**config.mk**
```make
export PLATFORM = sky130hd
export DESIGN_NAME = execute_operand_stage_flat
export DESIGN_NICKNAME = d
export VERILOG_FILES = /design/src/rtl/execute_operand_stage_if.sv /design/src/rtl/execute_operand_stage.sv /design/src/flat_wrapper.sv
export SDC_FILE = /design/constraint.sdc
export NUM_CORES = 1
export LEC_CHECK = 0
export ABC_AREA = 1
export CORE_MARGIN = 4
export CORE_UTILIZATION = 45
export DETAILED_ROUTE_END_ITERATION = 8
export PLACE_DENSITY = 0.82
export RECOVER_POWER = 100
export SYNTH_ARGS = -nofsm -noshare
export SYNTH_HDL_FRONTEND = slang
export SYNTH_SLANG_ARGS = --single-unit
```
**constraint.sdc**
```tcl
create_clock -name clock -period 1.95 [get_ports clock]
set_input_delay 0.39 -clock clock [delete_from_list [all_inputs] [get_ports clock]]
set_output_delay 0.39 -clock clock [all_outputs]
set_load 0.02 [all_outputs]
```
**src/rtl/execute_operand_stage_if.sv**
```systemverilog
// Signal bundle between decode, the ID/EX register and the execute stage.
// The slave side is the execute_operand_stage itself.
interface execute_operand_stage_if #(
  parameter int unsigned DATA_WIDTH     = 32,
  parameter int unsigned REG_ADDR_WIDTH = 5
);
  logic                      stall_input;
  logic                      flush_input;
  logic                      id_valid;
  logic [DATA_WIDTH-1:0]     id_rs_data;
  logic [DATA_WIDTH-1:0]     id_rt_data;
  logic [DATA_WIDTH-1:0]     id_immediate;
  logic [REG_ADDR_WIDTH-1:0] id_rs_addr;
  logic [REG_ADDR_WIDTH-1:0] id_rt_addr;
  logic [REG_ADDR_WIDTH-1:0] id_rd_addr;
  logic [3:0]                id_alu_control;
  logic                      id_alu_src;
  logic                      id_reg_write;
  logic                      id_mem_read;
  logic                      id_mem_write;
  logic                      id_mem_to_reg;
  logic                      ex_mem_reg_write;
  logic [REG_ADDR_WIDTH-1:0] ex_mem_rd_addr;
  logic [DATA_WIDTH-1:0]     ex_mem_result;
  logic                      mem_wb_reg_write;
  logic [REG_ADDR_WIDTH-1:0] mem_wb_rd_addr;
  logic [DATA_WIDTH-1:0]     mem_wb_result;
  logic [DATA_WIDTH-1:0]     operand_a;
  logic [DATA_WIDTH-1:0]     operand_b;
  logic [3:0]                control_output;
  logic [DATA_WIDTH-1:0]     store_data;
  logic                      ex_valid;
  logic [REG_ADDR_WIDTH-1:0] ex_rd_addr;
  logic                      ex_reg_write;
  logic                      ex_mem_read;
  logic                      ex_mem_write;
  logic                      ex_mem_to_reg;
  logic                      hazard_output;

  modport master (
    output stall_input, flush_input, id_valid, id_rs_data, id_rt_data, id_immediate,
           id_rs_addr, id_rt_addr, id_rd_addr, id_alu_control, id_alu_src,
           id_reg_write, id_mem_read, id_mem_write, id_mem_to_reg,
           ex_mem_reg_write, ex_mem_rd_addr, ex_mem_result,
           mem_wb_reg_write, mem_wb_rd_addr, mem_wb_result,
    input  operand_a, operand_b, control_output, store_data, ex_valid, ex_rd_addr,
           ex_reg_write, ex_mem_read, ex_mem_write, ex_mem_to_reg, hazard_output
  );

  modport slave (
    input  stall_input, flush_input, id_valid, id_rs_data, id_rt_data, id_immediate,
           id_rs_addr, id_rt_addr, id_rd_addr, id_alu_control, id_alu_src,
           id_reg_write, id_mem_read, id_mem_write, id_mem_to_reg,
           ex_mem_reg_write, ex_mem_rd_addr, ex_mem_result,
           mem_wb_reg_write, mem_wb_rd_addr, mem_wb_result,
    output operand_a, operand_b, control_output, store_data, ex_valid, ex_rd_addr,
           ex_reg_write, ex_mem_read, ex_mem_write, ex_mem_to_reg, hazard_output
  );
endinterface

```
**src/rtl/execute_operand_stage.sv**
```systemverilog
// ID/EX pipeline register with EX/MEM and MEM/WB operand forwarding and
// load-use hazard detection (one-cycle bubble).
module execute_operand_stage #(
  parameter int unsigned DATA_WIDTH     = 32,
  parameter int unsigned REG_ADDR_WIDTH = 5
) (
  input logic                    clock,
  input logic                    reset_n,
  execute_operand_stage_if.slave bus
);

  localparam int unsigned CTRL_WIDTH = 4;

  typedef struct packed {
    logic                      valid;
    logic [DATA_WIDTH-1:0]     rs_data;
    logic [DATA_WIDTH-1:0]     rt_data;
    logic [DATA_WIDTH-1:0]     immediate;
    logic [REG_ADDR_WIDTH-1:0] rs_addr;
    logic [REG_ADDR_WIDTH-1:0] rt_addr;
    logic [REG_ADDR_WIDTH-1:0] rd_addr;
    logic [CTRL_WIDTH-1:0]     alu_control;
    logic                      alu_src;
    logic                      reg_write;
    logic                      mem_read;
    logic                      mem_write;
    logic                      mem_to_reg;
  } id_ex_t;

  id_ex_t                ex_q;
  id_ex_t                ex_d;
  logic                  hazard_c;
  logic [DATA_WIDTH-1:0] fwd_rs_c;
  logic [DATA_WIDTH-1:0] fwd_rt_c;

  // Load in EX whose destination is read by the instruction in decode.
  assign hazard_c = ex_q.valid && ex_q.mem_read && (ex_q.rd_addr != '0) && bus.id_valid &&
                    ((bus.id_rs_addr == ex_q.rd_addr) || (bus.id_rt_addr == ex_q.rd_addr));

  // Next-state selection: flush > stall > hazard bubble > capture.
  always_comb begin
    ex_d = ex_q;
    if (bus.flush_input) begin
      ex_d = '0;
    end else if (bus.stall_input) begin
      ex_d = ex_q;
    end else if (hazard_c) begin
      ex_d = '0;
    end else begin
      ex_d.valid       = bus.id_valid;
      ex_d.rs_data     = bus.id_rs_data;
      ex_d.rt_data     = bus.id_rt_data;
      ex_d.immediate   = bus.id_immediate;
      ex_d.rs_addr     = bus.id_rs_addr;
      ex_d.rt_addr     = bus.id_rt_addr;
      ex_d.rd_addr     = bus.id_rd_addr;
      ex_d.alu_control = bus.id_alu_control;
      ex_d.alu_src     = bus.id_alu_src;
      ex_d.reg_write   = bus.id_reg_write;
      ex_d.mem_read    = bus.id_mem_read;
      ex_d.mem_write   = bus.id_mem_write;
      ex_d.mem_to_reg  = bus.id_mem_to_reg;
    end
  end

  always_ff @(posedge clock or negedge reset_n) begin
    if (!reset_n) begin
      ex_q <= '0;
    end else begin
      ex_q <= ex_d;
    end
  end

  // rs forwarding: youngest producer wins; r0 is never forwarded.
  always_comb begin
    fwd_rs_c = ex_q.rs_data;
    if (ex_q.rs_addr != '0) begin
      if (bus.ex_mem_reg_write && (bus.ex_mem_rd_addr == ex_q.rs_addr)) begin
        fwd_rs_c = bus.ex_mem_result;
      end else if (bus.mem_wb_reg_write && (bus.mem_wb_rd_addr == ex_q.rs_addr)) begin
        fwd_rs_c = bus.mem_wb_result;
      end
    end
  end

  // rt forwarding, same rules as rs.
  always_comb begin
    fwd_rt_c = ex_q.rt_data;
    if (ex_q.rt_addr != '0) begin
      if (bus.ex_mem_reg_write && (bus.ex_mem_rd_addr == ex_q.rt_addr)) begin
        fwd_rt_c = bus.ex_mem_result;
      end else if (bus.mem_wb_reg_write && (bus.mem_wb_rd_addr == ex_q.rt_addr)) begin
        fwd_rt_c = bus.mem_wb_result;
      end
    end
  end

  assign bus.operand_a      = fwd_rs_c;
  assign bus.operand_b      = ex_q.alu_src ? ex_q.immediate : fwd_rt_c;
  assign bus.store_data     = fwd_rt_c;
  assign bus.control_output = ex_q.alu_control;
  assign bus.ex_valid       = ex_q.valid;
  assign bus.ex_rd_addr     = ex_q.rd_addr;
  assign bus.ex_reg_write   = ex_q.valid & ex_q.reg_write;
  assign bus.ex_mem_read    = ex_q.valid & ex_q.mem_read;
  assign bus.ex_mem_write   = ex_q.valid & ex_q.mem_write;
  assign bus.ex_mem_to_reg  = ex_q.valid & ex_q.mem_to_reg;
  assign bus.hazard_output  = hazard_c;

endmodule

```
**src/flat_wrapper.sv**
```systemverilog
// flat-port wrapper written by rule: the top's interface ports become plain ports
module execute_operand_stage_flat 
#(
  parameter int unsigned DATA_WIDTH     = 32,
  parameter int unsigned REG_ADDR_WIDTH = 5
)
  (clock, reset_n, bus_stall_input, bus_flush_input, bus_id_valid, bus_id_rs_data, bus_id_rt_data, bus_id_immediate, bus_id_rs_addr, bus_id_rt_addr, bus_id_rd_addr, bus_id_alu_control, bus_id_alu_src, bus_id_reg_write, bus_id_mem_read, bus_id_mem_write, bus_id_mem_to_reg, bus_ex_mem_reg_write, bus_ex_mem_rd_addr, bus_ex_mem_result, bus_mem_wb_reg_write, bus_mem_wb_rd_addr, bus_mem_wb_result, bus_operand_a, bus_operand_b, bus_control_output, bus_store_data, bus_ex_valid, bus_ex_rd_addr, bus_ex_reg_write, bus_ex_mem_read, bus_ex_mem_write, bus_ex_mem_to_reg, bus_hazard_output);
  execute_operand_stage_if #(.DATA_WIDTH(DATA_WIDTH), .REG_ADDR_WIDTH(REG_ADDR_WIDTH)) bus_i ();
  input logic clock;
  input logic reset_n;
  input wire logic [$bits(bus_i.stall_input)-1:0] bus_stall_input;
  input wire logic [$bits(bus_i.flush_input)-1:0] bus_flush_input;
  input wire logic [$bits(bus_i.id_valid)-1:0] bus_id_valid;
  input wire logic [$bits(bus_i.id_rs_data)-1:0] bus_id_rs_data;
  input wire logic [$bits(bus_i.id_rt_data)-1:0] bus_id_rt_data;
  input wire logic [$bits(bus_i.id_immediate)-1:0] bus_id_immediate;
  input wire logic [$bits(bus_i.id_rs_addr)-1:0] bus_id_rs_addr;
  input wire logic [$bits(bus_i.id_rt_addr)-1:0] bus_id_rt_addr;
  input wire logic [$bits(bus_i.id_rd_addr)-1:0] bus_id_rd_addr;
  input wire logic [$bits(bus_i.id_alu_control)-1:0] bus_id_alu_control;
  input wire logic [$bits(bus_i.id_alu_src)-1:0] bus_id_alu_src;
  input wire logic [$bits(bus_i.id_reg_write)-1:0] bus_id_reg_write;
  input wire logic [$bits(bus_i.id_mem_read)-1:0] bus_id_mem_read;
  input wire logic [$bits(bus_i.id_mem_write)-1:0] bus_id_mem_write;
  input wire logic [$bits(bus_i.id_mem_to_reg)-1:0] bus_id_mem_to_reg;
  input wire logic [$bits(bus_i.ex_mem_reg_write)-1:0] bus_ex_mem_reg_write;
  input wire logic [$bits(bus_i.ex_mem_rd_addr)-1:0] bus_ex_mem_rd_addr;
  input wire logic [$bits(bus_i.ex_mem_result)-1:0] bus_ex_mem_result;
  input wire logic [$bits(bus_i.mem_wb_reg_write)-1:0] bus_mem_wb_reg_write;
  input wire logic [$bits(bus_i.mem_wb_rd_addr)-1:0] bus_mem_wb_rd_addr;
  input wire logic [$bits(bus_i.mem_wb_result)-1:0] bus_mem_wb_result;
  output wire logic [$bits(bus_i.operand_a)-1:0] bus_operand_a;
  output wire logic [$bits(bus_i.operand_b)-1:0] bus_operand_b;
  output wire logic [$bits(bus_i.control_output)-1:0] bus_control_output;
  output wire logic [$bits(bus_i.store_data)-1:0] bus_store_data;
  output wire logic [$bits(bus_i.ex_valid)-1:0] bus_ex_valid;
  output wire logic [$bits(bus_i.ex_rd_addr)-1:0] bus_ex_rd_addr;
  output wire logic [$bits(bus_i.ex_reg_write)-1:0] bus_ex_reg_write;
  output wire logic [$bits(bus_i.ex_mem_read)-1:0] bus_ex_mem_read;
  output wire logic [$bits(bus_i.ex_mem_write)-1:0] bus_ex_mem_write;
  output wire logic [$bits(bus_i.ex_mem_to_reg)-1:0] bus_ex_mem_to_reg;
  output wire logic [$bits(bus_i.hazard_output)-1:0] bus_hazard_output;
  assign bus_i.stall_input = bus_stall_input;
  assign bus_i.flush_input = bus_flush_input;
  assign bus_i.id_valid = bus_id_valid;
  assign bus_i.id_rs_data = bus_id_rs_data;
  assign bus_i.id_rt_data = bus_id_rt_data;
  assign bus_i.id_immediate = bus_id_immediate;
  assign bus_i.id_rs_addr = bus_id_rs_addr;
  assign bus_i.id_rt_addr = bus_id_rt_addr;
  assign bus_i.id_rd_addr = bus_id_rd_addr;
  assign bus_i.id_alu_control = bus_id_alu_control;
  assign bus_i.id_alu_src = bus_id_alu_src;
  assign bus_i.id_reg_write = bus_id_reg_write;
  assign bus_i.id_mem_read = bus_id_mem_read;
  assign bus_i.id_mem_write = bus_id_mem_write;
  assign bus_i.id_mem_to_reg = bus_id_mem_to_reg;
  assign bus_i.ex_mem_reg_write = bus_ex_mem_reg_write;
  assign bus_i.ex_mem_rd_addr = bus_ex_mem_rd_addr;
  assign bus_i.ex_mem_result = bus_ex_mem_result;
  assign bus_i.mem_wb_reg_write = bus_mem_wb_reg_write;
  assign bus_i.mem_wb_rd_addr = bus_mem_wb_rd_addr;
  assign bus_i.mem_wb_result = bus_mem_wb_result;
  assign bus_operand_a = bus_i.operand_a;
  assign bus_operand_b = bus_i.operand_b;
  assign bus_control_output = bus_i.control_output;
  assign bus_store_data = bus_i.store_data;
  assign bus_ex_valid = bus_i.ex_valid;
  assign bus_ex_rd_addr = bus_i.ex_rd_addr;
  assign bus_ex_reg_write = bus_i.ex_reg_write;
  assign bus_ex_mem_read = bus_i.ex_mem_read;
  assign bus_ex_mem_write = bus_i.ex_mem_write;
  assign bus_ex_mem_to_reg = bus_i.ex_mem_to_reg;
  assign bus_hazard_output = bus_i.hazard_output;
  execute_operand_stage #(.DATA_WIDTH(DATA_WIDTH), .REG_ADDR_WIDTH(REG_ADDR_WIDTH)) u_core (.clock(clock), .reset_n(reset_n), .bus(bus_i));
endmodule
```
==> results.cfg <==
[outcome]
status = complete, but fails checks
violations = negative setup slack

[place]
port_buffers = 311
globalplace.congestion = 0.966
dp_cells = 1761
detailed_place.area_um2 = 11600
post-place-ws_ps = -1170
dp_hpwl_um = 23500

[floorplan]
design.core.area_um2 = 17400
die_w_um = 141
fp.dieH_um = 141
die_area_um2 = 20000
fp-row-count = 48
start_util_pct = 46.1
ios = 312

[grt]
track_usage_pct = 34.6
antenna_found_initial = 4
overflow = 0
grt_start_max_net_pins = 72
grt_pass1_wl_um = 53900
grt_pass1_vias = 9883

[detailed_routing]
first_iter_violations = 1142
via_count = 10800
dr.pass1.iters = 5
drc = 0
final_antenna_net_count = 0
routedWlPerCell_um = 21.9
wirelength_um = 40900
viasPerCell = 5.77

[flow_run]
max_cap_viol_count = 0

[min_path]
hold_class = reg -> reg
whs_endpoint = u_core.ex_q[75]
worstHoldPathCells = 2
worstHoldStart = u_core.ex_q[75]

[timing]
setup_tns_ps = -90400
fin_ws_ps = -853
max_slew_margin_pct = 3.48
max_freq_mhz = 357
fin_crit_ps = 2800
finClkSkew_ps = 14.9
finalSetupViolCount = 198
min_period_over_period_pct = 144
finalHoldViolCount = 0
rsz0062_at_grt = yes
final-max-slew-violation-count = 0
tightestPinTransition_ps = 1450

[final_layout]
syn_to_final_growth_pct = 79.2
fill_cells = 1038
nets = 1824
fin_area_um2 = 14300
drive_gt1_share_pct = 33.6
fin_cells = 1865

[cts]
path_clk_slew_ps = 60
clock_latency_ps = 430
numCtsBuffers = 17
cts_root_buf = clkbuf_16
htree_levels = 4
clock_sink_count = 121
cts.path.max_buffers = 2
cts_tree = yes

[synthesis]
syn-cell-area_um2 = 7990
synth_top_family_by_area = simple AND/OR/NAND/NOR gates
synth-simple-area-share_pct = 43.6
synth_edf_count = 0
yosys-top-cells-area = dfrtp_1 38%, nand2_1 19%, nand3_1 10%
muxShareOfSynthArea_pct = 0
avgSynthCellArea_um2 = 6.43
synthMostInstantiatedCell = nand2_1
seq_area_frac_synth_pct = 37.9
ys_warn_count = 0
yosysUniqueCellTypes = 26
synth_top_area_share_pct = 37.9
yosys.area.top_type = dfrtp_1
synth_compound_area_share_pct = 6.57
ys.flop_type = dfrtp_1
synth_cells = 1244
synthArstFlopShare_pct = 100
syn_nets = 1445
synth_seq_cells = 121
synthXorXnorAreaFrac_pct = 0.986
synthTopCellsByCount = 402 x nand2_1, 206 x nor2_1, 159 x nand3_1
synth_fa_ha_area_share_pct = 0

[worst_setup_path]
crit_path_max_fanout = 6
worstSetupPathType = reg -> out
r2r_cells = 9
critPathArrivalTime_ps = 2410
startpoint_type = flop
r2r_slack_ps = -260
timing.rr.end = u_core.ex_q[92]
endpoint_kind = output port
r2r_start = u_core.bus.ex_rd_addr[3]
required_ps = 1560

[power_and_ir_drop]
leakage_nw = 7.27
vdd_drop_max_uv = 661
pwr_density_cell_nw_per_um2 = 616
p_total_mw = 8.83
worst max-delay path: stages, from the launching register on:
cell and delay (ps):
dfrtp_1 400, buf_6 130, inv_2 30, nand2_1 60, nand2_1 70, nor2_2 160, nand3_4 180, buf_6 190
buf_16 140, buf_6 120, nor2_4 70, nor2_2 40, nand2_1 90, nand3_1 90, nand2_1 100, buf_6 120
state kept, by name, summed over array words and instances, names as in the netlist:
register / cells
u_core.bus.control_output: 4
u_core.bus.ex_rd_addr: 5
u_core.bus.ex_valid: 1
u_core.ex_q: 111
how the worst max path moves through the flow:
stage,from,end,cells after the start
floorplan,u_core.ex_q[19],bus_operand_a[10],8
global placement,bus_ex_mem_rd_addr[1],bus_operand_a[5],11
detailed placement,bus_ex_mem_rd_addr[1],bus_operand_a[12],11
CTS,u_core.ex_q[17],bus_operand_b[6],14
global route,u_core.ex_q[17],bus_operand_b[6],15
finish,u_core.ex_q[17],bus_operand_b[6],15
logic make-up (layout without fill, tap and decap cells):
| kind of cell | count (synthesis) | after routing |
|---|---|---|
| and+or+nand+nor | 830 | 830 |
| buffers and inverters | 180 | 572 |
| DFF | 121 | 121 |
| AOI/OAI and AO/OA | 104 | 104 |
| xor gates and xnor gates | 9 | 9 |
| other | 0 | 4 |
where the power goes:
part	leakage (nW)	switching, mW	internal (mW)
combinational	5.37	1.49	1.35
sequential	1.61	0.107	2.65
clock	0.286	1.27	1.96
total	7.27	2.87	5.96
area by class of cell:
class                   count  area (um^2)  share of cell area (%)
flip-flops and latches    121         3030                    21.2
clock inverters            13          145                    1.01
repair buffers            449         4840                    33.8
well taps                 225          282                    1.97
inverters                  91          347                    2.42
diodes                      4         10.0                  0.0699
clock buffers              19          453                    3.16
multi-input cells         943         5210                    36.4
metrics by stage:
stage               util, %  hold slack [ps]
floorplan                 -             94.4
global placement       66.9              389
detailed placement     66.9              393
CTS                    74.6              481
global route           82.5              489
finish                 82.5              476
layer usage:
layer	routed length [um]	GRT usage, %
met1	14000	41.4
met2	19200	57.5
met3	4980	9.98
met4	2710	16.4
met5	0	0
timing repair:
item | 4_1_cts | 5_1_grt
setup buffers | 30 | 26
hold buffers | 1 | 0
resized for setup | 623 | 381
cloned | 12 | 7
pin swaps | 48 | 117
endpoints found under the setup margin | 111 | 189
hold endpoints to repair | 46 | 0
placed cells by master (no fill, tap or decap), types with 5 or more instances in the layout:
cell,Yosys,final
clkinv_4,0,5
nor2_1,206,127
nand2_2,21,56
clkbuf_4,0,5
buf_6,16,93
clkbuf_16,0,23
dfrtp_1,121,119
nand3_2,1,12
nor2_4,0,35
nor2_2,2,46
a21oi_2,1,11
buf_8,0,6
nand2_4,0,17
o21ai_2,0,47
dlygate4sd2_1,0,15
clkdlybuf4s50_1,0,188
nand2_1,402,349
xor2_1,5,5
and2_4,0,25
inv_2,4,12
nand3_1,159,144
inv_1,87,78
o21ai_1,23,14
dlygate4sd3_1,0,5
buf_4,15,84
a21oi_1,34,21
o21ai_4,0,6
buf_12,0,24
buf_16,0,9
and2_1,31,6
Note: power is estimated with default switching activity, not from simulation.
